==> src/rtl/bcd2bin_set.sv <==
// Loads a BCD hh:mm:ss time, validates it, converts one field per cycle and commits atomically.
// Optional BCD2BIN_HR12_EN restricts hours to 1..12 instead of 0..23.
module bcd2bin_set #(
  parameter int unsigned SEC_MAX = 59,
  parameter int unsigned MIN_MAX = 59
) (
  input  logic       CLK,
  input  logic       rst,
  input  logic       start,
  input  logic [3:0] Sec_Least,
  input  logic [3:0] Sec_Most,
  input  logic [3:0] Min_Least,
  input  logic [3:0] Min_Most,
  input  logic [3:0] Hr_Least,
  input  logic [3:0] Hr_Most,
  output logic [7:0] Sec_bin,
  output logic [7:0] Min_bin,
  output logic [7:0] Hr_bin,
  output logic       busy,
  output logic       done,
  output logic       err
);

  typedef enum logic [2:0] {
    StIdle,
    StCheck,
    StConvSec,
    StConvMin,
    StConvHr,
    StCommit
  } state_e;

  localparam logic [7:0] SecMax = SEC_MAX[7:0];
  localparam logic [7:0] MinMax = MIN_MAX[7:0];

  state_e state_q, state_d;

  logic [3:0] sec_l_q, sec_m_q, min_l_q, min_m_q, hr_l_q, hr_m_q;
  logic [7:0] sec_stg_q, min_stg_q, hr_stg_q;
  logic [7:0] sec_v, min_v, hr_v;
  logic       digits_ok, hr_ok, check_ok;

  // 10*most + least built from shifts so no multiplier is inferred.
  function automatic logic [7:0] bcd_val(input logic [3:0] most, input logic [3:0] least);
    return ({4'b0, most} << 3) + ({4'b0, most} << 1) + {4'b0, least};
  endfunction

  always_comb begin
    sec_v     = bcd_val(sec_m_q, sec_l_q);
    min_v     = bcd_val(min_m_q, min_l_q);
    hr_v      = bcd_val(hr_m_q, hr_l_q);
    digits_ok = (sec_l_q <= 4'd9) && (sec_m_q <= 4'd9) && (min_l_q <= 4'd9) &&
                (min_m_q <= 4'd9) && (hr_l_q <= 4'd9) && (hr_m_q <= 4'd9);
`ifdef BCD2BIN_HR12_EN
    hr_ok     = (hr_v >= 8'd1) && (hr_v <= 8'd12);
`else
    hr_ok     = (hr_v <= 8'd23);
`endif
    check_ok  = digits_ok && hr_ok && (sec_v <= SecMax) && (min_v <= MinMax);
  end

  always_comb begin
    state_d = state_q;
    unique case (state_q)
      StIdle:    if (start) state_d = StCheck;
      StCheck:   state_d = check_ok ? StConvSec : StIdle;
      StConvSec: state_d = StConvMin;
      StConvMin: state_d = StConvHr;
      StConvHr:  state_d = StCommit;
      StCommit:  state_d = StIdle;
      default:   state_d = StIdle;
    endcase
  end

  always_ff @(posedge CLK or posedge rst) begin
    if (rst) begin
      state_q <= StIdle;
    end else begin
      state_q <= state_d;
    end
  end

  always_ff @(posedge CLK or posedge rst) begin
    if (rst) begin
      sec_l_q   <= '0;
      sec_m_q   <= '0;
      min_l_q   <= '0;
      min_m_q   <= '0;
      hr_l_q    <= '0;
      hr_m_q    <= '0;
      sec_stg_q <= '0;
      min_stg_q <= '0;
      hr_stg_q  <= '0;
      Sec_bin   <= '0;
      Min_bin   <= '0;
      Hr_bin    <= '0;
      done      <= 1'b0;
      err       <= 1'b0;
    end else begin
      if (state_q == StIdle && start) begin
        sec_l_q <= Sec_Least;
        sec_m_q <= Sec_Most;
        min_l_q <= Min_Least;
        min_m_q <= Min_Most;
        hr_l_q  <= Hr_Least;
        hr_m_q  <= Hr_Most;
      end
      if (state_q == StConvSec) sec_stg_q <= sec_v;
      if (state_q == StConvMin) min_stg_q <= min_v;
      if (state_q == StConvHr)  hr_stg_q  <= hr_v;
      // All three fields land on one edge so no partial time is ever visible.
      if (state_q == StCommit) begin
        Sec_bin <= sec_stg_q;
        Min_bin <= min_stg_q;
        Hr_bin  <= hr_stg_q;
      end
      done <= (state_q == StCommit);
      err  <= (state_q == StCheck) && !check_ok;
    end
  end

  assign busy = (state_q != StIdle);

endmodule

==> config.mk <==
export PLATFORM = sky130hd
export DESIGN_NAME = bcd2bin_set
export DESIGN_NICKNAME = d
export VERILOG_FILES = /design/src/rtl/bcd2bin_set.sv
export SDC_FILE = /design/constraint.sdc
export NUM_CORES = 1
export LEC_CHECK = 0
export ABC_AREA = 1
export CAP_MARGIN = 20
export CORE_MARGIN = 2
export CORE_UTILIZATION = 45
export CTS_CLUSTER_SIZE = 40
export DETAILED_ROUTE_END_ITERATION = 6
export HOLD_SLACK_MARGIN = 0.03
export PLACE_DENSITY = 0.7
export SYNTH_ARGS = -nofsm -noshare
export SYNTH_HDL_FRONTEND = slang
export SYNTH_SLANG_ARGS = --single-unit
==> constraint.sdc <==
create_clock -name CLK -period 2.4 [get_ports CLK]
set_clock_uncertainty 0.2 [all_clocks]
set_input_delay 0.48 -clock CLK [delete_from_list [all_inputs] [get_ports CLK]]
set_output_delay 0.48 -clock CLK [all_outputs]
set_load 0.03 [all_outputs]
# Word-level counts from Yosys, hierarchy flattened
# Index checks and enable logic that the tools add are counted.
# classes
magnitude_cmp,9
n_reduce_logical,13
shifts,0
div,0
n_eq_ne,6
multipliers,0
bitwise,0
n_addsub,6
mux,3
# ops
op,count
adder 7 x 5 -> 8 bit,3
adder 8 x 4 -> 8 bit,3
less-or-equal comparator 4 bit (second input constant),6
less-or-equal comparator 8 x 6 -> 1 bit (second input constant),2
one-hot mux 3 bit (5 select lines),1
logical AND 1 bit,10
less-or-equal comparator 8 x 5 -> 1 bit (second input constant),1
equality test 3 x 2 -> 1 bit (second input constant),2
equality test 3 bit (second input constant),2
equality test 3 x 1 -> 1 bit (second input constant),1
logical NOT 3 bit,1
two-way mux 3 bit,1
nonzero test 3 bit,1
two-way mux 2 bit,1
inequality test 2 bit (second input constant),1
logical NOT 1 bit,1
# totals
inputBits,27
rom_bits,0
ram_bits,0
output_inout_bits,27
mem_count,0
wordCells,52
latch_bits,0
ff_bits,77

# Depth between registers and ports, before layout
# Gate-level depths: netlist of the first run.
# logic_depth
word_depth,11
ltp_mapped,14
depth_no_buf,14

# Worst setup path after synthesis of the first run
# No wires, ideal clock.
# synth_path
path_kind,reg-to-reg
start,register min_l_q[3]
end,register err
arrival_ns,2.060
required_ns,2.070
path_buffers,0
slack_ns,0.010
setup_time_ns,0.130
path_stages_with_launch,11
period_less_slack_ns,2.390
cell_sequence,dfrtp_1 fa_1 inv_1 fa_1 nand3b_1 nand3_1 nand2_1 nor2_1 nand2_1 nor2_1 a21boi_0
# synth_between
elab_chain_len,10
elab_cells_between_ends,12
classes_between,add/sub (1); order compare (2); reduce/logical (9)
# synth_lines
element,line,rtl
from (decl),38,"logic [3:0] sec_l_q, sec_m_q, min_l_q, min_m_q, hr_l_q, hr_m_q;"
from (signal assigned),103,min_l_q <= Min_Least;
"parallel branches: the longest is 7 deep, another holds adder 8 x 4 -> 8 bit",-,
logical AND 1 bit (*),59,check_ok = digits_ok && hr_ok && (sec_v <= SecMax) && (min_v <= MinMax);
logical NOT 1 bit (*),118,err <= (state_q == StCheck) && !check_ok;
logical AND 1 bit (*),118,
to (signal assigned),118,
to (decl),21,output logic err
# Mark *: on every way between the ends.
# A chain may end at the register's enable or synchronous reset.

# Final worst setup path of the first run
# layout_path
start,register min_m_q[2]
end,register state_q[1]
# layout_between
elab_chain_len,9
elab_cells_between_ends,12
classes_between,add/sub (2); order compare (2); mux (2); reduce/logical (6)
# layout_lines
element,line,rtl
from (decl),38,
from (signal assigned),104,min_m_q <= Min_Most;
"parallel branches: the longest is 6 deep, another holds adder 7 x 5 -> 8 bit",-,
logical AND 1 bit (*),59,
two-way mux 2 bit (*),66,StCheck: state_d = check_ok ? StConvSec : StIdle;
one-hot mux 3 bit (5 select lines) (*),64,unique case (state_q)
to (signal assigned),77,state_q <= StIdle;
to (signal assigned),79,state_q <= state_d;
to (decl),36,"state_e state_q, state_d;"
# Marked as above.

==> results.json, run 1 <==
{
  "firstDrtPassIters": 4,
  "cp_top_family": "adder cells",
  "wl_met3_um": 267,
  "hold_path_depth": 2,
  "gp_congestion": 0.850,
  "clk_path_buf_depth": 2,
  "synth-seq-area-share": 0.500,
  "synth_top_family_by_area": "simple AND/OR/NAND/NOR gates",
  "place_area_mm2": 0.00459,
  "r2r_cells": 11,
  "fmax_ghz": 0.412,
  "grt_pass1_wl_mm": 12.5,
  "overflow": 0,
  "crit_chain": "fa_1, inv_2, fa_2, buf_4, xor2_2, nor2_1, nand3_1, nand2_1, nor2_2, nand3_1, nand2_1",
  "wl_per_cell_um": 12.7,
  "worst_slew_pin_slew_ps": 709,
  "area.growth.synth_to_final_pct": 26.6,
  "status": "complete, but fails checks",
  "slew_headroom": 0.525,
  "nNetsFinal": 528,
  "wl_mm": 7.42,
  "worstReg2RegEnd": "state_q[1]",
  "synth_top_area_cell": "dfrtp_1",
  "register_area_mm2": 0.00193,
  "cp.arrival_ps": 2470,
  "hold_path_end": "Hr_bin[0]",
  "drcViolationCount": 0,
  "setup_tns_ps": -25.2,
  "synth_fa_ha_area_frac": 0.0994,
  "critPathMaxFanout": 2,
  "layout_commonest_cell": "nand2_1",
  "synthCells": 401,
  "top_layer": "met4",
  "nFillCells": 726,
  "rows": 33,
  "critical_path_class": "reg -> reg",
  "reg2reg_from": "min_m_q[2]",
  "ant_nets": 0,
  "endpoint_kind": "flop",
  "setup_violations": 1,
  "hold_start": "hr_stg_q[0]",
  "dpl.hpwl_mm": 5.39,
  "p_leak_nw": 2.36,
  "synth_top_area_frac": 0.500,
  "ys_warn_count": 0,
  "clock_insertion_delay_worst_skew_ps": 350,
  "synth-seq-cells": 77,
  "yosys.cell_types.count": 26,
  "syn_avg_cell_area_um2": 9.60,
  "slew_viol_final": 0,
  "core_area_mm2": 0.00826,
  "clk_pin_slew_ps": 80,
  "gr-usage-all-layers": 0.177,
  "start_util": 0.466,
  "cts.sinks": 77,
  "diodes": 0,
  "dieArea_mm2": 0.00931,
  "cts_buffers": 9,
  "stdcell_count": 583,
  "pre_cts_ws_ps": -124,
  "ioPinCount": 54,
  "cts-root-buf": "clkbuf_8",
  "finalHoldViolations": 0,
  "syn-cell-area_mm2": 0.00385,
  "dpl.cell_count": 566,
  "vias_per_cell": 4.84,
  "drtIter0Drc": 159,
  "cellPowerDensity_mw_per_mm2": 1340,
  "crit_path_start_kind": "flop",
  "min_period_over_period": 1.01,
  "cts_hold_buf": 0,
  "path_buf_inv": 2,
  "synth_mux_area_frac": 0.0604,
  "die_x_um": 96.5,
  "htree_levels": 3,
  "synthTopCellsByArea": "dfrtp_1, nand2_1, ha_1",
  "ir_worst_vdd_v": 0.000638,
  "synth_compound_area_frac": 0.0848,
  "whs_ps": 278,
  "max_cap_violations": 0,
  "crit_required_ps": 2440,
  "syn_nets": 455,
  "grt_max_degree": 78,
  "antenna_found_initial": 0,
  "num_vias": 2822,
  "design_area_mm2": 0.00487,
  "fp.dieH_um": 96.5,
  "regToRegSetupSlack_ps": -30,
  "multi_input_area_mm2": 0.00168,
  "hold_class": "reg -> reg",
  "max_stage_delay_ps": 590,
  "crit_path_top_delay_cell": "fa_1",
  "port_buffers": 53,
  "dr_wl_met2_mm": 3.29,
  "rsz0062_at_grt": "true",
  "fin_ws_ps": -25.2,
  "fin_crit_ps": 2430,
  "most-common-layout-cells": "nand2_1, dfrtp_1, clkdlybuf4s50_1",
  "synth-xor-area-share": 0.00455,
  "yosys.area_share.simple": 0.178,
  "violations": "setup timing",
  "layout-drive-gt1-share": 0.165,
  "grt_pass1_vias": 2654,
  "tritoncts": "done",
  "drt-met1-wl_mm": 3.71
}
-- routing by layer --
metal,track usage,up-vias
met5,0,-
met4,0.0751,0
met2,0.266,63
met3,0.0341,11
li1,-,1422
met1,0.252,1326
-- tightest hold or removal path: stages, from the launching register on --
cell and delay [ps]:
dfrtp_1 340, nand2_1 50, nand2_1 50
-- synthesized netlist by cell type --
cell,number
nor2_1,29
nand3_1,21
ha_1,21
xor2_1,1
mux2_2,2
buf_2,5
a21boi_0,1
o21ai_0,24
nand3b_1,4
o21ai_2,9
nor2_2,1
inv_4,1
fa_1,6
inv_1,50
mux2_4,14
a21oi_1,14
nand2_1,99
nor3_2,2
dfrtp_1,77
inv_2,1
o21ai_1,10
nand3_4,1
nand4_1,1
xnor2_1,1
nor2_8,1
buf_6,5
-- how the worst max path moves through the flow --
stage	startpoint	endpoint	slack, ps	cells after the start
2_1_floorplan	min_l_q[3]	err	10	10
3_3_place_gp	min_l_q[3]	err	-40	10
3_5_place_dp	min_l_q[3]	state_q[1]	-120	11
4_1_cts	min_m_q[2]	state_q[1]	-30	11
5_1_grt	hr_m_q[0]	state_q[1]	-160	13
6_report	min_m_q[2]	state_q[1]	-30	11
-- logic make-up after synthesis --
kind of cell / after synthesis
AOI/OAI and AO/OA: 58
xor gates and xnor gates: 2
adders and majority gates: 27
buffers and inverters: 62
DFF: 77
muxes: 16
and+or+nand+nor: 159
-- what timing repair did --
item                       4_1_cts  5_1_grt
buffers inserted                 0        2
gates resized for setup          7        8
cloned                           0        0
pin swaps                        7        6
setup endpoints to repair        4        3
-- report_power, final --
group          internal (mW)  leakage, nW  switching [mW]
clock                  0.687        0.119           0.483
sequential              1.57         1.01           0.196
combinational           1.63         1.23            1.95
total                   3.89         2.36            2.62
-- sequential cells by signal, summed over array words and instances, names as in the netlist, 8 cells and up --
name / flops
hr_stg_q: 8
min_stg_q: 8
Sec_bin: 8
Hr_bin: 8
sec_stg_q: 8
Min_bin: 8
-- cell type report --
class,instances,area share
sequential,77,0.395
clock buffer,9,0.0254
tap,105,0.0270
multi-input combinational,262,0.345
timing repair buffer,72,0.143
clock inverter,6,0.0231
inverter,52,0.0413
-- per-stage QoR --
step | power (mW) | utilization
after global placement | 5.00 | 0.556
after detailed placement | 5.12 | 0.556
final | 6.52 | 0.590
after global routing | 7.09 | 0.590
after floorplan | 4.08 | -
after CTS | 6.39 | 0.586
No activity file was read; power rests on OpenSTA's default activity.
==> run 2: changes to the inputs <==
--- a/config.mk
+++ b/config.mk
@@ -12,7 +12,7 @@
 export CTS_CLUSTER_SIZE = 40
 export DETAILED_ROUTE_END_ITERATION = 6
 export HOLD_SLACK_MARGIN = 0.03
-export PLACE_DENSITY = 0.7
+export PLACE_DENSITY = 0.68
 export SYNTH_ARGS = -nofsm -noshare
 export SYNTH_HDL_FRONTEND = slang
 export SYNTH_SLANG_ARGS = --single-unit
==> constraint.sdc (replaced) <==
create_clock -name CLK -period 3.1 [get_ports CLK]
set_clock_uncertainty 0.2 [all_clocks]
set_input_delay 0.62 -clock CLK [delete_from_list [all_inputs] [get_ports CLK]]
set_output_delay 0.62 -clock CLK [all_outputs]
set_load 0.03 [all_outputs]
==> results.json, run 2 (synthesized netlist as in run 1, its figures left out) <==
{
  "status": "complete, no violations",
  "critical_path_class": "reg -> out",
  "dpl.hpwl_mm": 5.17,
  "drcViolationCount": 0,
  "setup_tns_ps": 0,
  "wl_per_cell_um": 12.5,
  "overflow": 0,
  "slew_headroom": 0.544,
  "firstDrtPassIters": 5,
  "crit_path_start_kind": "flop",
  "fin_crit_ps": 2570,
  "clock_insertion_delay_worst_skew_ps": 340,
  "grt_pass1_wl_mm": 12.3,
  "htree_levels": 3,
  "gr-usage-all-layers": 0.173,
  "crit_required_ps": 2280,
  "whs_ps": 273,
  "totalPowerFinal_mw": 4.57,
  "clk_path_buf_depth": 2,
  "wl_mm": 7.11,
  "ant_nets": 0,
  "finalHoldViolations": 0,
  "grt_pass1_vias": 2553,
  "place_area_mm2": 0.00446,
  "max_cap_violations": 0,
  "port_buffers": 53,
  "min_period_over_period": 0.830,
  "crit_path_top_delay_cell": "clkdlybuf4s50_1",
  "area.growth.synth_to_final_pct": 21.6,
  "core_area_mm2": 0.00826,
  "cts_buffers": 9,
  "rows": 33,
  "clk_pin_slew_ps": 80,
  "cts_hold_buf": 0,
  "grt_max_degree": 78,
  "vias_per_cell": 4.79,
  "gp_congestion": 0.855,
  "layout_commonest_cell": "nand2_1",
  "die_x_um": 96.5,
  "worst_slew_pin_slew_ps": 681,
  "critPathMaxFanout": 6,
  "nNetsFinal": 511,
  "nFillCells": 759,
  "cp.arrival_ps": 1750,
  "cts.sinks": 77,
  "cts-root-buf": "clkbuf_8",
  "tritoncts": "done",
  "ir_worst_vdd_v": 0.000548,
  "cts_setup_buffers": 0,
  "layout-drive-gt1-share": 0.108,
  "endpoint_kind": "primary output",
  "slew_viol_final": 0,
  "dieArea_mm2": 0.00931,
  "fmax_ghz": 0.389,
  "design_area_mm2": 0.00468,
  "start_util": 0.466,
  "num_vias": 2717,
  "ioPinCount": 54,
  "p_leak_nw": 2.27,
  "diodes": 0,
  "max_stage_delay_ps": 680,
  "rsz0062_at_grt": "false",
  "setup_violations": 0,
  "crit_chain": "inv_2, nand2_1, clkdlybuf4s50_1",
  "hold_class": "reg -> reg",
  "antenna_found_initial": 0,
  "fp.dieH_um": 96.5,
  "drtIter0Drc": 133,
  "cellPowerDensity_mw_per_mm2": 975,
  "cts.repair.resized": 0,
  "most-common-layout-cells": "nand2_1, dfrtp_1, clkdlybuf4s50_1"
}
==> run 2: changes by cell type in the layout (fill, tap and decap cells not counted), sizes merged <==
cell / previous run / this run
clkdlybuf4s50: 52 / 53
clkinv: 3 / 2
clkbuf: 9 / 11
clkinvlp: 1 / 0
dlygate4sd2: 1 / 0
bufinv: 3 / 2
buf: 19 / 2
inv: 51 / 53
==> run 2: final cells by class <==
| cell class | instances | area (um2) | area share |
|---|---|---|---|
| timing repair buffer | 55 | 558 | 0.119 |
| clock buffer | 11 | 141 | 0.0302 |
| tap | 105 | 131 | 0.0281 |
| inverter | 52 | 198 | 0.0422 |
| multi-input combinational | 262 | 1650 | 0.351 |
| clock inverter | 5 | 82.6 | 0.0176 |
| sequential | 77 | 1930 | 0.411 |
==> run 2: worst paths after layout <==
check / slack (ps) / from / cells past startpoint / to
worst max-delay path: 530 / state_q[2] / 3 / busy
worst min-delay path: 270 / Hr_bin[0] / 2 / Hr_bin[0]
worst max register to register: 530 / min_l_q[3] / 11 / state_q[1]
worst min register to register: 270 / Hr_bin[0] / 2 / Hr_bin[0]
max in group asynchronous: 1910 / rst / 3 / min_stg_q[1]
min in group asynchronous: 460 / rst / 3 / min_stg_q[0]
==> run 2: routing by layer <==
layer	part of all wire	GRT usage
met5	0	0
met4	0.010	0.0599
met3	0.053	0.0396
met2	0.42	0.248
met1	0.51	0.259
==> run 2: report_power, final <==
part / leakage [nW] / switching, mW / total (mW) / internal (mW)
clock network: 0.114 / 0.378 / 0.857 / 0.479
logic: 1.15 / 1.33 / 2.30 / 0.971
registers: 1.01 / 0.187 / 1.41 / 1.22
==> run 2: critical path: cells and delay by family (launching register included) <==
family                 cells  cell delay, ps
AND/OR/NAND/NOR            1             120
flip-flops                 1             480
buffers and inverters      2             810
==> run 2: through the flow <==
| stage | std cells | util | setup WS [ps] |
|---|---|---|---|
| global route | 567 | 0.567 | 389 |
| finish | 567 | 0.567 | 527 |
| global placement | 551 | 0.540 | 639 |
| floorplan | 401 | - | 313 |
| detailed placement | 551 | 0.540 | 570 |
| CTS | 567 | 0.567 | 507 |
==> run 3: changes to the inputs <==
==> constraint.sdc (replaced) <==
create_clock -name CLK -period 2.4 [get_ports CLK]
set_clock_uncertainty 0.2 [all_clocks]
set_input_delay 0.48 -clock CLK [delete_from_list [all_inputs] [get_ports CLK]]
set_output_delay 0.48 -clock CLK [all_outputs]
set_load 0.03 [all_outputs]
==> results.json, run 3 (synthesized netlist as in run 1, its figures left out) <==
{
  "clk_pin_slew_ps": 90,
  "layout-drive-gt1-share": 0.179,
  "fin_crit_ps": 2390,
  "rows": 33,
  "slew_headroom": 0.674,
  "crit_chain": "fa_1, inv_2, fa_2, nand3b_1, nand3_1, nand2_2, nor2_2, nand2_1, nor2_2, nand3_1, nand2_1",
  "min_period_over_period": 0.996,
  "endpoint_kind": "flop",
  "status": "complete, no violations",
  "grt_util_met2": 0.267,
  "diodes": 0,
  "cts.sinks": 77,
  "crit_end": "state_q[1]",
  "r2r_cells": 11,
  "max_cap_violations": 0,
  "crit_path_start_kind": "flop",
  "die_x_um": 96.5,
  "setup_tns_ps": 0,
  "cellPowerDensity_mw_per_mm2": 1330,
  "crit_start": "min_l_q[3]",
  "cts_hold_buf": 0,
  "clk_path_buf_depth": 2,
  "grt_pass1_wl_mm": 12.6,
  "whs_ps": 276,
  "fin_ws_ps": 9.19,
  "fp.dieH_um": 96.5,
  "critPathMaxFanout": 2,
  "wl_mm": 7.44,
  "critical_path_class": "reg -> reg",
  "ioPinCount": 54,
  "place_area_mm2": 0.00460,
  "slew_viol_final": 0,
  "drtIter0Drc": 104,
  "cts_buffers": 9,
  "vias_per_cell": 4.82,
  "most-common-layout-cells": "nand2_1, dfrtp_1, clkdlybuf4s50_1",
  "antenna_found_initial": 0,
  "dieArea_mm2": 0.00931,
  "clock_insertion_delay_worst_skew_ps": 350,
  "nNetsFinal": 530,
  "cts-root-buf": "clkbuf_8",
  "num_vias": 2826,
  "htree_levels": 3,
  "tritoncts": "done",
  "crit_path_top_delay_cell": "fa_1",
  "overflow": 0,
  "regToRegSetupSlack_ps": 9,
  "busiest_layer": "met2",
  "grtUsageMet3": 0.0388,
  "drcViolationCount": 0,
  "setup_violations": 0,
  "cp.arrival_ps": 2480,
  "ir_worst_vdd_v": 0.000764,
  "ant_nets": 0,
  "grt_pass1_vias": 2702,
  "start_util": 0.466,
  "pre_cts_ws_ps": -125,
  "grt_max_degree": 47,
  "worstReg2RegEnd": "state_q[1]",
  "dpl.hpwl_mm": 5.52,
  "use_met1": 0.254,
  "design_area_mm2": 0.00490,
  "worst_slew_pin_slew_ps": 484,
  "crit_required_ps": 2490,
  "gp_congestion": 0.862,
  "p_leak_nw": 2.37,
  "fmax_ghz": 0.418,
  "nFillCells": 712,
  "fin_util": 0.593,
  "area.growth.synth_to_final_pct": 27.2,
  "hold_class": "reg -> reg",
  "port_buffers": 53,
  "core_area_mm2": 0.00826,
  "stdcell_count": 586,
  "max_stage_delay_ps": 580,
  "dpl.cell_count": 568,
  "gr-usage-all-layers": 0.179,
  "layout_commonest_cell": "nand2_1",
  "rsz0062_at_grt": "true",
  "firstDrtPassIters": 4,
  "reg2reg_from": "min_l_q[3]",
  "finalHoldViolations": 0,
  "totalPowerFinal_mw": 6.53,
  "wl_per_cell_um": 12.7
}
## run 3: changes by cell type in the layout (fill, tap and decap cells not counted), moves of 2 or more
cell / before / now
buf_4: 1 / 19
fa_1: 6 / 2
fa_2: 0 / 4
inv_1: 49 / 46
nand2_1: 99 / 96
nand2_2: 0 / 3
nor2_1: 29 / 26
nor2_2: 1 / 4
clkinvlp_4: 0 / 2
inv_2: 2 / 4
nand3_1: 21 / 19
nand3_2: 0 / 2
## run 3: cell type report
cell class	count	area, um2	area share
repair buffers	74	712	0.145
clock inverters	7	120	0.0245
clock buffers	9	124	0.0253
multi-input cells	262	1680	0.344
flip-flops and latches	77	1930	0.393
inverters	52	201	0.0411
well taps	105	131	0.0268
## run 3: how the worst min path moves through the flow
| stage | endpoint | slack, ps | cells after the start | start |
|---|---|---|---|---|
| after floorplan | hr_stg_q[1] | 250 | 2 | hr_stg_q[1] |
| after global placement | Sec_bin[5] | 260 | 2 | Sec_bin[5] |
| after detailed placement | Sec_bin[5] | 260 | 2 | Sec_bin[5] |
| after CTS | Sec_bin[5] | 280 | 2 | Sec_bin[5] |
| after global routing | Hr_bin[0] | 300 | 2 | Hr_bin[0] |
| final | Hr_bin[1] | 280 | 2 | hr_stg_q[1] |
## run 3: metal layers
layer  share of wire  up-vias
met2            0.45       63
met4           0.020        0
met3           0.041       12
met5               0        -
met1            0.49     1318
li1                -     1433
## run 3: power breakdown
group	switching, mW	leakage, nW	internal (mW)	total (mW)
logic	1.94	1.24	1.63	3.56
registers	0.203	1.01	1.57	1.78
clock network	0.495	0.120	0.696	1.19
total	2.63	2.37	3.90	6.53
## run 3: worst max-delay path, delay by kind of cell (launching register included)
| kind | cells | cell delay (ps) |
|---|---|---|
| adders and majority gates | 2 | 910 |
| buffers and inverters | 1 | 50 |
| DFF | 1 | 400 |
| and+or+nand+nor | 8 | 760 |
## run 3: repair_timing
item                       in CTS  in global routing
pin swaps                       7                 10
setup endpoints to repair       4                  2
buffers inserted                1                  1
resized for setup               7                 11
